### src/rtl/loader_pkg.sv
// Shared types and defaults for the UART boot loader.
// The CHK state exists only when UART_LOADER_CHKSUM_EN is defined.
package loader_pkg;

    typedef logic [31:0] word_t;

    localparam logic [7:0] ACK_OK_DEFAULT  = 8'hAA;
    localparam logic [7:0] ACK_ERR_DEFAULT = 8'h55;

`ifdef UART_LOADER_CHKSUM_EN
    typedef enum logic [2:0] {
        ST_HDR  = 3'd0,
        ST_LOAD = 3'd1,
        ST_CHK  = 3'd2,
        ST_ACK  = 3'd3,
        ST_DONE = 3'd4
    } state_t;
`else
    typedef enum logic [2:0] {
        ST_HDR  = 3'd0,
        ST_LOAD = 3'd1,
        ST_ACK  = 3'd3,
        ST_DONE = 3'd4
    } state_t;
`endif

    // Running XOR over the payload bytes
    function automatic logic [7:0] xor_accum(input logic [7:0] acc, input logic [7:0] data);
        return acc ^ data;
    endfunction

endpackage

### src/rtl/byte_packer.sv
// Little-endian 4-byte word assembler with a wrapping 2-bit lane counter.
// The completed word is presented combinationally in the cycle of its 4th byte.
module byte_packer
    import loader_pkg::*;
(
    input  logic       clk,
    input  logic       rst,
    input  logic       byte_valid,
    input  logic [7:0] byte_data,
    output logic       word_last,
    output word_t      word
);

    logic [1:0]  lane_r;
    logic [23:0] low_r;

    // Lane 3 completes the word; the incoming byte forms bits [31:24] directly
    always_comb begin
        word_last = byte_valid && (lane_r == 2'd3);
        word      = {byte_data, low_r};
    end

    // Lane counter and lower-lane holding register
    always_ff @(posedge clk) begin
        if (rst) begin
            lane_r <= 2'd0;
            low_r  <= 24'd0;
        end else if (byte_valid) begin
            lane_r <= lane_r + 2'd1;
            case (lane_r)
                2'd0:    low_r[7:0]   <= byte_data;
                2'd1:    low_r[15:8]  <= byte_data;
                2'd2:    low_r[23:16] <= byte_data;
                default: low_r        <= low_r;
            endcase
        end else begin
            lane_r <= lane_r;
            low_r  <= low_r;
        end
    end

endmodule

### src/rtl/uart_loader.sv
// UART boot loader: word count N, then N little-endian words into instruction memory, then ACK.
// Define UART_LOADER_CHKSUM_EN to add a trailing XOR checksum byte check (CHK state).
module uart_loader
    import loader_pkg::*;
#(
    parameter int unsigned ADDR_W  = 14,
    parameter logic [7:0]  ACK_OK  = ACK_OK_DEFAULT,
    parameter logic [7:0]  ACK_ERR = ACK_ERR_DEFAULT
) (
    input  logic              clk,
    input  logic              rst,
    input  logic [7:0]        rx_data,
    input  logic              rx_valid,
    input  logic              rx_ferr,
    output logic [7:0]        tx_data,
    output logic              tx_start,
    input  logic              tx_busy,
    output logic              imem_we,
    output logic [ADDR_W-1:0] imem_addr,
    output logic [31:0]       imem_wdata,
    output logic              load_done,
    output logic              load_err
);

    state_t            state_r;
    state_t            state_s;
    word_t             n_r;
    word_t             n_s;
    word_t             wcnt_r;
    word_t             wcnt_s;
    logic              rx_phase_s;
    logic              accept_s;
    logic              ferr_s;
    logic              word_last_s;
    word_t             word_s;
    logic              err_s;
    logic              we_s;
    logic [ADDR_W-1:0] addr_s;
    logic [31:0]       wdata_s;
    logic              tx_start_s;
    logic [7:0]        tx_data_s;
    logic              done_s;
`ifdef UART_LOADER_CHKSUM_EN
    logic [7:0]        xor_r;
    logic [7:0]        xor_s;
`endif

    // Classify the incoming byte: framing errors are dropped but flagged while receiving
    always_comb begin
`ifdef UART_LOADER_CHKSUM_EN
        rx_phase_s = (state_r == ST_HDR) || (state_r == ST_LOAD) || (state_r == ST_CHK);
`else
        rx_phase_s = (state_r == ST_HDR) || (state_r == ST_LOAD);
`endif
        accept_s = rx_valid && !rx_ferr && ((state_r == ST_HDR) || (state_r == ST_LOAD));
        ferr_s   = rx_valid && rx_ferr && rx_phase_s;
    end

    byte_packer u_packer (
        .clk        (clk),
        .rst        (rst),
        .byte_valid (accept_s),
        .byte_data  (rx_data),
        .word_last  (word_last_s),
        .word       (word_s)
    );

    // Next-state and next-output logic
    always_comb begin
        state_s    = state_r;
        n_s        = n_r;
        wcnt_s     = wcnt_r;
        err_s      = load_err || ferr_s;
        we_s       = 1'b0;
        addr_s     = imem_addr;
        wdata_s    = imem_wdata;
        tx_start_s = 1'b0;
        tx_data_s  = tx_data;
        done_s     = load_done;
`ifdef UART_LOADER_CHKSUM_EN
        xor_s      = xor_r;
`endif
        case (state_r)
            ST_HDR: begin
                if (word_last_s) begin
                    n_s = word_s;
                    if (word_s == 32'd0) begin
                        state_s = ST_ACK;
                    end else begin
                        state_s = ST_LOAD;
                    end
                end else begin
                    state_s = ST_HDR;
                end
            end
            ST_LOAD: begin
`ifdef UART_LOADER_CHKSUM_EN
                if (accept_s) begin
                    xor_s = xor_accum(xor_r, rx_data);
                end else begin
                    xor_s = xor_r;
                end
`endif
                if (word_last_s) begin
                    wcnt_s = wcnt_r + 32'd1;
                    // Indices past the memory are consumed but never written: no address wrap
                    if ((wcnt_r >> ADDR_W) == 32'd0) begin
                        we_s    = 1'b1;
                        addr_s  = wcnt_r[ADDR_W-1:0];
                        wdata_s = word_s;
                    end else begin
                        err_s = 1'b1;
                    end
                    if ((wcnt_r + 32'd1) == n_r) begin
`ifdef UART_LOADER_CHKSUM_EN
                        state_s = ST_CHK;
`else
                        state_s = ST_ACK;
`endif
                    end else begin
                        state_s = ST_LOAD;
                    end
                end else begin
                    state_s = ST_LOAD;
                end
            end
`ifdef UART_LOADER_CHKSUM_EN
            ST_CHK: begin
                if (rx_valid && !rx_ferr) begin
                    if (rx_data != xor_r) begin
                        err_s = 1'b1;
                    end else begin
                        err_s = load_err;
                    end
                    state_s = ST_ACK;
                end else begin
                    state_s = ST_CHK;
                end
            end
`endif
            ST_ACK: begin
                if (!tx_busy) begin
                    tx_start_s = 1'b1;
                    tx_data_s  = load_err ? ACK_ERR : ACK_OK;
                    done_s     = 1'b1;
                    state_s    = ST_DONE;
                end else begin
                    state_s = ST_ACK;
                end
            end
            ST_DONE: begin
                state_s = ST_DONE;
                done_s  = 1'b1;
            end
            default: begin
                state_s = ST_HDR;
            end
        endcase
    end

    // FSM state register
    always_ff @(posedge clk) begin
        if (rst) begin
            state_r <= ST_HDR;
        end else begin
            state_r <= state_s;
        end
    end

    // Counters and registered outputs
    always_ff @(posedge clk) begin
        if (rst) begin
            n_r        <= 32'd0;
            wcnt_r     <= 32'd0;
            imem_we    <= 1'b0;
            imem_addr  <= {ADDR_W{1'b0}};
            imem_wdata <= 32'd0;
            tx_start   <= 1'b0;
            tx_data    <= 8'd0;
            load_done  <= 1'b0;
            load_err   <= 1'b0;
`ifdef UART_LOADER_CHKSUM_EN
            xor_r      <= 8'd0;
`endif
        end else begin
            n_r        <= n_s;
            wcnt_r     <= wcnt_s;
            imem_we    <= we_s;
            imem_addr  <= addr_s;
            imem_wdata <= wdata_s;
            tx_start   <= tx_start_s;
            tx_data    <= tx_data_s;
            load_done  <= done_s;
            load_err   <= err_s;
`ifdef UART_LOADER_CHKSUM_EN
            xor_r      <= xor_s;
`endif
        end
    end

endmodule

### config.mk
export PLATFORM = sky130hd
export DESIGN_NAME = uart_loader
export DESIGN_NICKNAME = d
export VERILOG_FILES = /design/src/rtl/loader_pkg.sv /design/src/rtl/byte_packer.sv /design/src/rtl/uart_loader.sv
export SDC_FILE = /design/constraint.sdc
export NUM_CORES = 1
export LEC_CHECK = 0
export ABC_AREA = 1
export CORE_MARGIN = 2
export CORE_UTILIZATION = 50
export CTS_BUF_LIST = sky130_fd_sc_hd__clkbuf_16
export DETAILED_ROUTE_END_ITERATION = 8
export PLACE_DENSITY = 0.71
export SETUP_SLACK_MARGIN = 0.1
export SLEW_MARGIN = 20
export SYNTH_ARGS = -nofsm -noshare
export SYNTH_HDL_FRONTEND = slang
export SYNTH_HIERARCHICAL = 1
export SYNTH_SLANG_ARGS = --single-unit
### constraint.sdc
create_clock -name clk -period 2.7 [get_ports clk]
set_clock_uncertainty 0.2 [all_clocks]
set_input_delay 0.54 -clock clk [delete_from_list [all_inputs] [get_ports clk]]
set_output_delay 0.54 -clock clk [all_outputs]
set_load 0.01 [all_outputs]
; Word level (Yosys, flattened, before mapping)
; Index checks and enable logic that the tools add are counted.
[totals]
out_inout_bits = 58
in_bits = 13
wordCells = 65
register_bits = 151
[classes]
n_reduce_logical = 23
n_addsub = 2
n_bitwise = 4
eq_ne = 8
n_mux = 14
[ops]
columns = op, count
row1 = $logic_not 32->1, 2
row2 = $add 32x1->32 const B, 1
row3 = $eq 32x32->1, 1
row4 = $reduce_and 2->1, 7
row5 = $pmux 3 s4, 1
row6 = $mux 3, 3
row7 = $mux 8, 1
row8 = $mux 1, 6
row9 = $logic_and 1x1->1, 5
row10 = $eq 2x2->1 const B, 2
row11 = $mux 2, 2
row12 = $not 1->1, 4
row13 = $eq 3x1->1 const B, 1
row14 = $eq 3x2->1 const B, 1
row15 = $eq 3x3->1 const B, 1
row16 = $logic_not 3->1, 1
row17 = $reduce_and 3->1, 1
row18 = $reduce_or 3->1, 1
row19 = $add 2x1->2 const B, 1
row20 = $eq 2x1->1 const B, 1
row21 = $logic_not 2->1, 1
row22 = $logic_or 1x1->1, 2
row23 = $ne 2x2->1 const B, 1
row24 = $pmux 1 s2, 1
row25 = 3 further kinds, 3

; Longest topological paths before layout
[depth]
ltp_word = 7
depth_mapped = 15

; By module
; The synthesis kept the hierarchy.
[by_module_without_submodules]
columns = module, instances, area_each_um2, cells_each
row1 = uart_loader, 1, 5945.7, 884
row2 = byte_packer, 1, 1177.4, 178

; Least setup slack after synthesis
; No wires, ideal clock.
[synth_path]
kind = input to register
startpoint = in rx_valid
endpoint = reg state_r[1]
slack_ns = 0.649
cell_stages = 14
setup_ns = 0.067
t_arrival_ns = 1.784
t_required_ns = 2.433
n_path_buf = 0
path_cell_list = nand2_1 > nor2_1 > nand2_1 > inv_1 > nand2_1 > nor2_1 > nand3_1 > nor2_1 > nand2_1 > nor2_1 > nand3_1 > nor2_2 > nand3_2 > a21oi_2
[synth_via]
elab_chain_cells = 5
word_cells_on_any_way = 6
[synth_rtl]
columns = item, line
row1 = from (decl), uart_loader.sv:13  ; input logic rx_valid,
row2 = $logic_and 1x1->1 (*) (2 in series), uart_loader.sv:55  ; accept_s = rx_valid && !rx_ferr && ((state_r == ST_HDR) || (state_r == ST_LOAD));
row3 = net accept_s, uart_loader.sv:32  ; logic accept_s;
row4 = $logic_and 1x1->1 (*), byte_packer.sv:19  ; word_last = byte_valid && (lane_r == 2'd3);
row5 = net word_last_s, uart_loader.sv:34  ; logic word_last_s;
row6 = "$mux 3, on equally long branches", "uart_loader.sv:104, uart_loader.sv:85"
row7 = $pmux 3 s4 (*), uart_loader.sv:83  ; case (state_r)
row8 = to (signal assigned), uart_loader.sv:166  ; state_r <= state_s;
row9 = to (decl), uart_loader.sv:25  ; state_t state_r;
; The timed path passes the listed nets; every way through them passes the cells marked *.
; A chain may end at the register's enable or synchronous reset.

; Final worst setup path
[layout_path]
startpoint = reg wcnt_r[1]
endpoint = reg state_r[1]
[layout_via]
elab_chain_cells = 5
[layout_rtl]
columns = item, line
row1 = from (decl), uart_loader.sv:29  ; word_t wcnt_r;
row2 = from (signal assigned), uart_loader.sv:187  ; wcnt_r <= wcnt_s;
row3 = $add 32x1->32, uart_loader.sv:114  ; if ((wcnt_r + 32'd1) == n_r) begin
row4 = $eq 32x32->1, uart_loader.sv:114
row5 = $mux 2, uart_loader.sv:114
row6 = $mux 3, uart_loader.sv:104  ; if (word_last_s) begin
row7 = $pmux 3 s4, uart_loader.sv:83
; No other way between the ends.

==> run metrics <==
syn avg cell area=6.71 um^2; Die X=123 um; largest net degree at the start of global routing=57; Fin Hold WS=0.269 ns; drt first pass iters=5; post-synthesis instance total=1062; CTS Sinks=145; total global-route track usage=0.263; Post-Route WL=19.1 mm; count of pins over their slew limit=0; sequential-to-total area share from yosys stat=0.408; clock-pin slew on the worst setup and hold paths=0.06 ns; Cell Area, Synth=7120 um^2; synth unique cells=38; Initial Util=0.513; DRC violation count after routing=0; VDD IR max=0.460 mV; Max Cap Violations=0; footprint of the multi-input gates=3490 um^2; final hold viol count=0; Final nets=1143; port buffer count=70; f_max=407 MHz; Initial DRC Count=568; CP required=2.86 ns; CP startpoint kind=flip-flop; top post-synthesis cells by count=nand2_1, nor2_1, dfxtp_1; Post-Route Utilization=0.622; via/cell ratio=5.13; Layout area overhead=21.3%; # setup viols final=0; fin crit period=2.46 ns; worst skew pair latency=0.43 ns; Fin Setup TNS=0 ns; share of layout cells above drive strength 1=0.0844; Core Region=13900 um^2; cell with the most instances after synthesis=nand2_1; number of top-level pins=71; register area=2910 um^2; Final period util=0.910; Antenna diodes=0; synthesized flop and latch total=145; top cell type's share of synthesized area=0.408; number of fill cells in the layout=1249; Max Buffers Root-to-Sink=2; vias in the first global route=6218; Overflow after GRT=0; Crit Path Max Fanout=6; status=finished, final reports clean; post-synth top area cell=dfxtp_1; arrival time of the worst setup path=2.61 ns; CTS Hold Buffers Added=0; Power Dens Cells=557 nW/um^2; post-route ant nets=0; Hold WC Path Type=reg2reg; via count=6759; RSZ-0062 raised after global routing=false; max_slew headroom=0.649; initial antenna violation count=0; GPL Wtd Cong=0.937; first-pass GRT wire length=30.9 mm; Avg WL per Cell=14.5 um; Cell Rows=43; CP endpoint kind=flip-flop; DP HPWL=13.6 mm; CTS HTree Levels=4; ys flop type=dfxtp_1; Synthesized Nets=1080; clock buffers created by TritonCTS=17; CTS tree=done; number of synthesized flops with an enable pin=0; Post-synth ARST share=0; root buf cell=clkbuf_16; Syn. warnings=6; worst-margin pin slew=0.522 ns; Die Y=123 um; leakage power=3.99 nW; Crit Path Category=reg2reg; synth top area cells=dfxtp_1, nand2_1, nor2_1; die area=15200 um^2
==> power breakdown <==
group          switching [mW]  leakage [nW]  internal (mW)
Clock                   0.963         0.292           1.46
Sequential             0.0268          1.17           2.16
Combinational           0.121          2.53         0.0759
==> cell families (layout without fill, tap and decap cells) <==
logic type | Yosys count | count (layout) | share of synthesized area
buffers and inverters | 177 | 252 | 0.105
DFF | 145 | 145 | 0.408
xor gates and xnor gates | 10 | 10 | 0.0162
adders and majority gates | 5 | 5 | 0.00878
AOI/OAI and AO/OA | 186 | 186 | 0.134
and+or+nand+nor | 539 | 540 | 0.329
==> cells in the final DEF (no fill, tap or decap), drive strengths merged, types with 2 or more instances in the layout <==
cell | synthesis | layout
xor2 | 5 | 5
clkbuf | 28 | 17
buf | 26 | 27
nand4 | 8 | 8
dfxtp | 145 | 145
nor2 | 218 | 219
o211ai | 3 | 3
xnor3 | 2 | 2
nor3 | 2 | 2
nand3 | 58 | 58
nor4 | 9 | 9
clkdlybuf4s50 | 0 | 70
a21oi | 65 | 65
xnor2 | 3 | 3
clkinv | 2 | 7
bufinv | 0 | 3
o21bai | 2 | 2
nand2 | 239 | 239
inv | 121 | 127
nand3b | 3 | 3
ha | 5 | 5
o21ai | 113 | 113
==> final cells by class <==
cell class | count | area share
inverter | 123 | 0.0534
multi-input combinational | 741 | 0.404
sequential | 145 | 0.336
timing repair buffer | 97 | 0.110
tap | 180 | 0.0261
clock inverter | 15 | 0.0207
clock buffer | 17 | 0.0492
==> metrics by stage <==
stage                     setup slack [ns]  total power, mW  cell area, um^2  instances
final                                0.244             4.81             8640       1318
after global routing                 0.114             4.97             8640       1318
after CTS                            0.210             4.83             8630       1317
after detailed placement            0.0357             2.43             8020       1285
after global placement              0.0643             2.43             8020       1285
after floorplan                      0.649             2.34             7120       1062
==> sequential cells by signal (all words and copies together), names as in the netlist <==
signal,flops
imem_addr,14
imem_wdata,32
imem_we,1
load_done,1
load_err,1
n_r,32
state_r,3
tx_data,2
tx_start,1
u_packer/lane_r,2
u_packer/low_r,24
wcnt_r,32
==> worst paths after layout <==
| kind | startpoint | to | slack, ns | cells past startpoint |
|---|---|---|---|---|
| hold reg to reg | n_r[17] | n_r[17] | 0.27 | 2 |
| hold / removal | n_r[17] | n_r[17] | 0.27 | 2 |
| setup / recovery | wcnt_r[1] | state_r[1] | 0.24 | 15 |
| setup reg to reg | wcnt_r[1] | state_r[1] | 0.24 | 15 |
==> worst max-delay path, stage by stage (launching register included) <==
cell and delay (ns):
dfxtp_2 0.40, ha_1 0.20, nand2_2 0.17, nor2_8 0.25
nand2_4 0.10, nor2_8 0.19, nand2_2 0.07, nand2_2 0.06
nand2_1 0.07, nand2_1 0.06, nand2_1 0.04, nor2_1 0.12
nand2_1 0.11, nor2_2 0.15, nand3_2 0.09, a21oi_2 0.10
==> what timing repair did <==
action,CTS,global route
setup buffers,0,0
endpoints found under the setup margin,0,1
gates resized for setup,0,2
==> routing by layer <==
layer | vias up | part of all wire | global-route usage
li1 | 3474 | - | -
met1 | 3048 | 0.46 | 0.345
met2 | 200 | 0.46 | 0.423
met3 | 37 | 0.058 | 0.0586
met4 | 0 | 0.024 | 0.0994
met5 | - | 0 | 0
No activity file was read; power rests on OpenSTA's default activity.
